`src/rtl/mem_bus_arbiter_pkg.sv`:
```
// Shared types and constants for the four-port memory bus arbiter.
package mem_bus_arbiter_pkg;

    localparam int unsigned NREQ  = 4;
    localparam int unsigned SEL_W = 2;

    typedef logic [1:0] state_t;

    localparam state_t ST_IDLE = 2'd0;
    localparam state_t ST_BUSY = 2'd1;
    localparam state_t ST_DONE = 2'd2;

    function automatic logic [NREQ-1:0] onehot(input logic [SEL_W-1:0] idx);
        onehot = NREQ'(1) << idx;
    endfunction

endpackage

```
`src/rtl/mem_bus_arbiter_rr_pick4.sv`:
```
// Round-robin winner search over four requesters, starting after last_ptr.
module rr_pick4
    import mem_bus_arbiter_pkg::*;
(
    input  logic [NREQ-1:0]  req,
    input  logic [SEL_W-1:0] last_ptr,
    output logic [SEL_W-1:0] winner,
    output logic             any
);

    logic [SEL_W-1:0] idx;

    // Walk offsets from farthest to nearest so the nearest set bit is assigned last.
    always_comb begin
        winner = '0;
        idx    = '0;
        any    = |req;
        for (int i = NREQ; i >= 1; i--) begin
            idx = last_ptr + SEL_W'(i);
            if (req[idx]) begin
                winner = idx;
            end
        end
    end

endmodule

```
`src/rtl/mem_bus_arbiter.sv`:
```
// Round-robin arbiter sharing one single-beat valid/ready memory port among four requesters.
module mem_bus_arbiter
    import mem_bus_arbiter_pkg::*;
#(
    parameter int unsigned TIMEOUT = 16
) (
    input  logic             clk,
    input  logic             rst,
    input  logic [NREQ-1:0]  req,
    input  logic [NREQ-1:0]  req_we,
    output logic [NREQ-1:0]  grant,
    output logic [SEL_W-1:0] sel,
    output logic             mem_valid,
    output logic             mem_we,
    input  logic             mem_ready,
    output logic [NREQ-1:0]  done,
    output logic [NREQ-1:0]  err
);

    localparam int unsigned CNT_W = (TIMEOUT == 0) ? 1 : $clog2(TIMEOUT + 1);
    localparam logic [CNT_W-1:0] CNT_LAST = CNT_W'(TIMEOUT - 1);
    localparam logic [CNT_W-1:0] CNT_MAX  = '1;

    state_t           state_q, state_d;
    logic [SEL_W-1:0] last_ptr_q, last_ptr_d;
    logic [CNT_W-1:0] cnt_q, cnt_d;
    logic [NREQ-1:0]  grant_d, done_d, err_d;
    logic [SEL_W-1:0] sel_d;
    logic             mem_valid_d, mem_we_d;
    logic [SEL_W-1:0] winner;
    logic             any_req;
    logic             timeout_hit;

    rr_pick4 u_pick (
        .req      (req),
        .last_ptr (last_ptr_q),
        .winner   (winner),
        .any      (any_req)
    );

    assign timeout_hit = (TIMEOUT != 0) && (cnt_q == CNT_LAST);

    // State, arbitration pointer, timeout counter and registered outputs.
    always_ff @(posedge clk) begin
        if (rst) begin
            state_q    <= ST_IDLE;
            last_ptr_q <= SEL_W'(NREQ - 1);
            cnt_q      <= '0;
            grant      <= '0;
            sel        <= '0;
            mem_valid  <= 1'b0;
            mem_we     <= 1'b0;
            done       <= '0;
            err        <= '0;
        end else begin
            state_q    <= state_d;
            last_ptr_q <= last_ptr_d;
            cnt_q      <= cnt_d;
            grant      <= grant_d;
            sel        <= sel_d;
            mem_valid  <= mem_valid_d;
            mem_we     <= mem_we_d;
            done       <= done_d;
            err        <= err_d;
        end
    end

    always_comb begin
        state_d = state_q;
        case (state_q)
            ST_IDLE: if (any_req) state_d = ST_BUSY;
            ST_BUSY: if (mem_ready || timeout_hit) state_d = ST_DONE;
            ST_DONE: state_d = ST_IDLE;
            default: state_d = ST_IDLE;
        endcase
    end

    // Next values of the registered outputs; mem_ready takes priority over timeout.
    always_comb begin
        grant_d     = '0;
        sel_d       = '0;
        mem_valid_d = 1'b0;
        mem_we_d    = 1'b0;
        done_d      = '0;
        err_d       = '0;
        cnt_d       = cnt_q;
        last_ptr_d  = last_ptr_q;
        case (state_q)
            ST_IDLE: begin
                if (any_req) begin
                    grant_d     = onehot(winner);
                    sel_d       = winner;
                    mem_we_d    = req_we[winner];
                    mem_valid_d = 1'b1;
                    last_ptr_d  = winner;
                    cnt_d       = '0;
                end
            end
            ST_BUSY: begin
                sel_d = sel;
                if (mem_ready) begin
                    done_d = onehot(sel);
                end else begin
                    cnt_d = (cnt_q == CNT_MAX) ? cnt_q : CNT_W'(cnt_q + 1'b1);
                    if (timeout_hit) begin
                        err_d = onehot(sel);
                    end else begin
                        grant_d     = grant;
                        mem_we_d    = mem_we;
                        mem_valid_d = 1'b1;
                    end
                end
            end
            ST_DONE: sel_d = sel;
            default: ;
        endcase
    end

endmodule

```
`config.mk`:
```
export PLATFORM = sky130hd
export DESIGN_NAME = mem_bus_arbiter
export DESIGN_NICKNAME = d
export VERILOG_FILES = /design/src/rtl/mem_bus_arbiter_pkg.sv /design/src/rtl/mem_bus_arbiter_rr_pick4.sv /design/src/rtl/mem_bus_arbiter.sv
export SDC_FILE = /design/constraint.sdc
export NUM_CORES = 1
export LEC_CHECK = 0
export BUFFER_PORTS_ARGS = -buffer_cell sky130_fd_sc_hd__buf_2
export CAP_MARGIN = 20
export CORE_ASPECT_RATIO = 1.4
export CORE_MARGIN = 4
export CORE_UTILIZATION = 48
export DETAILED_ROUTE_END_ITERATION = 8
export GPL_TIMING_DRIVEN = 0
export PLACE_DENSITY = 0.73
export SLEW_MARGIN = 20
export SYNTH_ARGS = -nofsm -noshare
export SYNTH_HDL_FRONTEND = slang
export SYNTH_SLANG_ARGS = --single-unit
```
`constraint.sdc`:
```
create_clock -name clk -period 3.8 [get_ports clk]
set_clock_uncertainty 0.05 [all_clocks]
set_input_delay 0.19 -clock clk [delete_from_list [all_inputs] [get_ports clk]]
set_output_delay 0.19 -clock clk [all_outputs]
set_load 0.05 [all_outputs]
```
# Yosys cells after proc, flatten, opt, wreduce, memory -nomap -nowiden
# Index checks and enable logic that the tools add are counted.
# totals
output_inout_bits,16
register_bits,25
elab_cells,77
input_bits,11
# classes
addsub,4
bitwise_logic,3
n_reduce_logical,10
shift,2
muxes,35
eq_ne,9
order_cmp,5
# ops
operator,n
$lt 2x3->1 const B,5
$mux 5,3
$mux 2,7
$mux 4,3
$mux 1,11
$bmux 1 s2,5
$pmux 5 s2,1
$ne 2x2->1 const B,4
$pmux 2 s2,2
$pmux 4 s2,1
$reduce_or 4->1,2
$shl 1x2->4 const A,2
$add 5x1->5 const B,1
$eq 5x4->1 const B,1
$eq 5x5->1 const B,1
$add 2x2->2 const B,2
$pmux 1 s2,2
$reduce_and 2->1,2
$reduce_and 4->1,1
$ne 3x3->1 const B,1
$not 1->1,3
$reduce_or 3->1,1
$add 2x1->2 const B,1
$eq 2x1->1 const B,1
5 further kinds,5

# Logic depth before layout (Yosys ltp)
# Gate-level depths: netlist of run 1.
# logic_depth
depth_word,10
ltp_mapped,8
depth_no_buf,8

# Modules after synthesis
# Synthesis of run 1 repeated with hierarchy kept, for this count alone.
# hier_totals
hier_cells,124
area_unflattened_um2,1127.3
# modules_own_cells
mod,area_each_um2,seq_area_each_um2,cells_each,instances
mem_bus_arbiter,1036.0,500.5,110,1
rr_pick4,91.3,0.0,14,1

# Worst setup path before layout of run 1
# No wires, ideal clock.
# synth_path
path_kind,register -> register
start,reg cnt_q[0]
end,reg state_q[0]
path_stages_with_launch,8
setup_ns,0.131
t_arrival_ns,1.684
setup_slack_ns,1.935
t_required_ns,3.619
path_buffers,1
cell_sequence,dfxtp_1 > ha_1 > and3_1 > ha_1 > or3b_2 > clkbuf_1 > a21oi_1 > nor3_1
# synth_between
elab_chain_cells,4
# synth_rtl
element,line_no,source
"start, declared",mem_bus_arbiter.sv:26,"logic [CNT_W-1:0] cnt_q, cnt_d;"
"start signal, assigned",mem_bus_arbiter.sv:58,cnt_q <= cnt_d;
$eq 5x4->1,mem_bus_arbiter.sv:41,assign timeout_hit = (TIMEOUT != 0) && (cnt_q == CNT_LAST);
$logic_or 1x1->1,mem_bus_arbiter.sv:72,ST_BUSY: if (mem_ready || timeout_hit) state_d = ST_DONE;
$ne 2x2->1 (no line),--,
$reduce_and 2->1 (no line),--,
"end signal, assigned",mem_bus_arbiter.sv:56,state_q <= state_d;
"end, declared",mem_bus_arbiter.sv:24,"state_t state_q, state_d;"
# No other way between the ends.
# A chain may end at the register's enable or synchronous reset.

# Worst setup path in the final report of run 1
# layout_path
start,reg cnt_q[0]
end,reg cnt_q[2]
# layout_between
elab_chain_cells,4
elab_cells_between_ends,7
# layout_rtl
element,line_no,source
$add 5x1->5,mem_bus_arbiter.sv:104,cnt_d = (cnt_q == CNT_MAX) ? cnt_q : CNT_W'(cnt_q + 1'b1);
$mux 5,mem_bus_arbiter.sv:104,
$mux 5,mem_bus_arbiter.sv:101,if (mem_ready) begin
$pmux 5 s2,mem_bus_arbiter.sv:88,case (state_q)
# Several ways; a longest one is shown, not always the timed one. The select of a mux whose other input is x is not followed.

==> results of run 1 <==
[stage by stage]
stage	area, sq um	setup slack (ns)
5_1_grt	1320	1.56
3_3_place_gp	1290	1.82
3_5_place_dp	1290	1.77
4_1_cts	1320	1.74
2_1_floorplan	1140	1.93
6_report	1320	1.74
[report_power, final]
| group | internal [mW] | switching (mW) |
|---|---|---|
| clock network | 0.0395 | 0.0811 |
| registers | 0.284 | 0.0180 |
| logic | 0.0683 | 0.126 |
[final timing paths]
| check | endpoint | slack [ns] | depth (start not counted) |
|---|---|---|---|
| max | cnt_q[2] | 1.74 | 8 |
| min | done[3] | 0.18 | 3 |
| max reg2reg | cnt_q[2] | 1.74 | 8 |
| min reg2reg | grant[3] | 0.42 | 2 |
[cells by family after synthesis]
family / Yosys count / synth area share (%)
AO/OA/AOI/OAI: 25 / 15.1
buffers and inverters: 8 / 2.64
flip-flops: 25 / 44.1
adder cells (fa/ha/maj): 5 / 5.51
AND/OR/NAND/NOR: 60 / 29.1
multiplexers: 4 / 3.63
[metal layers]
layer,vias to the layer above,global-route usage (%)
li1,510,-
met2,27,28.2
met1,444,16.7
met5,-,0
met4,0,7.47
met3,5,2.27
[layout make-up]
cell class                      instances  share of cell area, %
Multi-Input combinational cell         94                   45.8
Tap cell                               22                   2.08
Inverter                                4                   1.14
Sequential cell                        25                   37.9
Clock inverter                          1                  0.379
Buffer                                  4                   1.14
Timing Repair Buffer                   26                   9.85
Clock buffer                            3                   1.70
[layout by cell type (no fill, tap or decap), types with 2 or more instances in the layout]
master and instances:
a211o_1 3, a21oi_1 14, and3_1 2, buf_2 26
clkbuf_1 4, clkbuf_4 3, dfxtp_1 25, ha_1 5
inv_1 4, mux2i_1 3, nand2_1 9, nand2b_1 4
nand3_1 3, nand3b_1 4, nor2_1 16, nor2b_1 3
nor3_1 6, nor3b_1 7, o21ai_0 3
[worst min-delay path: cells and delay by family]
kind                   cells  cell delay, ns
buffers and inverters      1            0.13
AND/OR/NAND/NOR            2            0.21
[flip-flops by register name, summed over array words and instances (netlist names)]
name	flops
mem_we	1
sel	2
state_q	2
cnt_q	5
last_ptr_q	2
done	4
err	4
grant	4
mem_valid	1
==> results.json, run 1 <==
{
  "status": "complete, no violations",
  "root_buffer": "clkbuf_4",
  "drv_cap": 0,
  "grt_usage_pct": 15.3,
  "yosysTopAreaCell": "dfxtp_1",
  "seqCellArea_sq_um": 500,
  "cp_slowest_cell": "o2bb2ai_1",
  "ys_warn_count": 0,
  "met1_length_um": 960,
  "cts_hold_buffers": 0,
  "ant_nets": 0,
  "crit_buf_inv": 0,
  "tightest_slew_ns": 0.683,
  "syn_to_final_growth_pct": 16.3,
  "die_w_um": 49.1,
  "grt_max_degree": 15,
  "cts_sinks": 25,
  "port_buffers": 26,
  "clk_latency_ns": 0.32,
  "min_path_type": "in -> reg",
  "power_leakage_nw": 0.572,
  "drc": 0,
  "syn_avg_cell_area_sq_um": 8.95,
  "rows": 20,
  "final_cells": 179,
  "synth_ff_type": "dfxtp_1",
  "synth_most_common_cell": "dfxtp_1",
  "async_reset_ff_share_pct": 0,
  "whs_ns": 0.179,
  "rsz0062_at_grt": "no",
  "fmax_ghz": 0.485,
  "hp-start": "mem_ready",
  "grt_pass1_vias": 933,
  "startpoint": "cnt_q[0]",
  "tns_ns": 0,
  "ys_seq_area_share_pct": 44.1,
  "dp_hpwl_um": 1740,
  "cpPeakStageDelay_ns": 0.54,
  "slew_violations": 0,
  "drive_above_1_share_pct": 22.3,
  "synth_seq_cells": 25,
  "worstSetupPathType": "reg -> reg",
  "crit_fanout": 10,
  "layout.nets": 174,
  "yosys-top-cells-area": "dfxtp_1 44%, a21oi_1 6.2%, ha_1 5.5%",
  "dpl.cell_count": 175,
  "period_needed_ns": 2.06,
  "synth_area_sq_mm": 0.00114,
  "dieHeight_um": 65.6,
  "synthCells": 127,
  "cts-resized-gates": 0,
  "postCtsSetupBuffers": 0,
  "fillers": 203,
  "arrival_ns": 2.22,
  "clkTransAtPathRegs_ns": 0.13,
  "yosysTopAreaCellShare_pct": 44.1,
  "worst_setup_path_start_kind": "flip-flop",
  "setup_violations": 0,
  "viasPerCell": 5.51,
  "rr_startpoint": "cnt_q[0]",
  "cp-end-kind": "flip-flop",
  "core-area_sq_mm": 0.00223,
  "grt_overflow": 0,
  "cts_tree": "built",
  "route.vias.total": 986,
  "multiInputGateArea_sq_um": 606,
  "cp_cell_sequence": "ha_1, and3_1, ha_1, nor3b_1, o2bb2ai_1, nor3b_1, o21ai_0, a21oi_1",
  "first_iter_violations": 25,
  "post-route-util_pct": 59.3,
  "pin_count": 27,
  "pwr_density_cell_mw_per_mm2": 467,
  "cts_buffers": 3,
  "hold_viol": 0,
  "antenna_cells": 0,
  "start_util_pct": 51.0,
  "cts_buffer_depth": 2,
  "vdd.ir_drop.worst_v": 0.000296,
  "synth_nets": 143,
  "synth_cell_types": 29,
  "grt_first_pass_wirelength_um": 3800,
  "cp.required_ns": 3.96,
  "min_period_over_period_pct": 54.3,
  "wl_per_cell_um": 12.6,
  "antenna_found_initial": 0,
  "gp_congestion": 0.716,
  "wl_met2_um": 1140,
  "highest_layer": "met4",
  "cp_top_family": "compound AO/OA/AOI/OAI gates",
  "synth-edff-count": 0,
  "dr.pass1.iters": 4,
  "wl_um": 2250,
  "fin_total_pwr_mw": 0.617,
  "slew_headroom_pct": 54.5,
  "synthTopCellsByCount": "25 x dfxtp_1, 16 x nor2_1, 14 x a21oi_1",
  "dieArea_sq_mm": 0.00322,
  "met3_length_um": 114,
  "htreeDepth": 1
}
No activity file was read; power rests on OpenSTA's default activity.
==> run 2: changes to the inputs <==
- clock period: 3.8 -> 2 ns (I/O delays scaled with it)
==> run 2 against run 1 <==
Compared with the run above: cell area grew 1.2%; fmax is 10% higher; largest cell class unchanged; die area did not move; combinational power is 96% higher.
==> results.json, run 2 (synthesis gave the netlist of run 1 again) <==
{
  "fmax_ghz": 0.535,
  "reg2reg_to": "cnt_q[2]",
  "setup_violations": 0,
  "place_ws_ns": -0.0345,
  "min_to": "err[2]",
  "cts_hold_buffers": 0,
  "cts_tree": "built",
  "drv_cap": 0,
  "worstSetupPathType": "reg -> reg",
  "arrival_ns": 2.03,
  "rr_startpoint": "cnt_q[0]",
  "largest_reg_flops": 5,
  "cts_buffer_depth": 2,
  "setup_ws_ns": 0.132,
  "grt_first_pass_wirelength_um": 3800,
  "cpPeakStageDelay_ns": 0.40,
  "syn_to_final_growth_pct": 17.7,
  "multiInputGateArea_sq_um": 626,
  "ant_nets": 0,
  "min_path_type": "in -> reg",
  "rrSetupSlack_ns": 0.13,
  "cts_buffers": 3,
  "start_util_pct": 51.0,
  "rows": 20,
  "die_w_um": 49.1,
  "slew_violations": 0,
  "fillers": 204,
  "wl_um": 2260,
  "root_buffer": "clkbuf_4",
  "drive_above_1_share_pct": 23.7,
  "crit_fanout": 10,
  "whs_path_depth": 3,
  "postCtsSetupBuffers": 0,
  "cp_slowest_cell": "dfxtp_1",
  "top_register": "cnt_q",
  "dieHeight_um": 65.6,
  "layout.nets": 173,
  "dieArea_sq_mm": 0.00322,
  "slew_headroom_pct": 56.1,
  "grt_pass1_vias": 933,
  "worst_setup_path_start_kind": "flip-flop",
  "power_leakage_nw": 0.577,
  "r2r_cells": 8,
  "pin_count": 27,
  "hold_viol": 0,
  "pwr_density_cell_mw_per_mm2": 883,
  "period_needed_ns": 1.87,
  "place_area_sq_mm": 0.00129,
  "antenna_cells": 0,
  "final_common_cell": "buf_2",
  "grt_max_degree": 15,
  "hp-start": "rst",
  "grt_overflow": 0,
  "grt_usage_pct": 15.3,
  "tightest_slew_ns": 0.652,
  "whs_ns": 0.110,
  "htreeDepth": 1,
  "port_buffers": 26,
  "seqCellArea_sq_um": 500,
  "final_area_sq_mm": 0.00134,
  "dp_hpwl_um": 1740,
  "first_iter_violations": 25,
  "min_period_over_period_pct": 93.4,
  "gp_congestion": 0.716,
  "cp-end-kind": "flip-flop",
  "drc": 0,
  "layout_common_cells": "26 x buf_2, 25 x dfxtp_1, 16 x nor2_1",
  "antenna_found_initial": 0,
  "clkTransAtPathRegs_ns": 0.13,
  "status": "complete, no violations",
  "viasPerCell": 5.60,
  "core-area_sq_mm": 0.00223,
  "path_common_cell": "ha_1",
  "route.vias.total": 996,
  "cp.required_ns": 2.16,
  "dr.pass1.iters": 4,
  "wl_per_cell_um": 12.7,
  "vdd.ir_drop.worst_v": 0.000561,
  "cts_sinks": 25,
  "clk_latency_ns": 0.32,
  "rsz0062_at_grt": "yes",
  "cp_cell_sequence": "ha_1, and3_1, ha_1, nor3b_2, o2bb2ai_2, nor3b_1, o21ai_0, a21oi_1"
}
==> run 2: cell count changes in the layout (fill, tap and decap cells not counted), sizes merged <==
| cell | delta |
|---|---|
| clkbuf | -1 |
==> run 2: worst max path at each step <==
stage | startpoint | endpoint | slack, ns | cells after the start
global route | cnt_q[0] | cnt_q[2] | -0.03 | 8
detailed placement | cnt_q[0] | cnt_q[2] | -0.03 | 8
global placement | cnt_q[0] | cnt_q[2] | 0.02 | 8
CTS | cnt_q[0] | cnt_q[2] | 0.07 | 8
floorplan | cnt_q[0] | state_q[0] | 0.13 | 7
finish | cnt_q[0] | cnt_q[2] | 0.13 | 8
==> run 2: report_power, final <==
| part | switching (mW) | internal [mW] | total [mW] |
|---|---|---|---|
| Sequential | 0.0346 | 0.540 | 0.575 |
| Clock | 0.152 | 0.0751 | 0.227 |
| Combinational | 0.243 | 0.136 | 0.380 |
| Total | 0.430 | 0.751 | 1.18 |
==> run 2: metal layers <==
metal | track usage, % | vias up | part of all wire [%]
li1 | - | 508 | -
met1 | 16.7 | 459 | 45
met2 | 28.2 | 24 | 50
met3 | 2.27 | 5 | 3.8
met4 | 7.47 | 0 | 1.9
met5 | 0 | - | 0
==> run 2: timing repair <==
item                                    4_1_cts  5_1_grt
endpoints found under the setup margin        3        8
hold endpoints to repair                      0        0
gates cloned                                  0        0
resized for setup                             1        3
==> run 2: per-stage QoR <==
stage | cells | utilization (%) | setup TNS [ns] | total power, mW
after detailed placement | 175 | 58.1 | -0.0579 | 0.956
after global routing | 178 | 60.1 | -0.0336 | 1.25
after floorplan | 127 | - | 0 | 0.869
after CTS | 178 | 59.4 | 0 | 1.19
after global placement | 175 | 58.1 | 0 | 0.940
final | 178 | 60.1 | 0 | 1.18
==> run 2: final cells by class <==
| cell class | instances | share of cell area (%) |
|---|---|---|
| clock inverter | 1 | 0.374 |
| multi-input combinational | 94 | 46.8 |
| inverter | 4 | 1.12 |
| clock buffer | 3 | 1.68 |
| buffer | 3 | 0.842 |
| tap | 22 | 2.06 |
| sequential | 25 | 37.4 |
| timing repair buffer | 26 | 9.73 |
==> run 2: worst max-delay path: cells and delay by family (launching register included) <==
family	cells	cell delay, ns
and+or+nand+nor	3	0.34
adders and majority gates	2	0.36
AOI/OAI and AO/OA	3	0.61
DFF	1	0.40
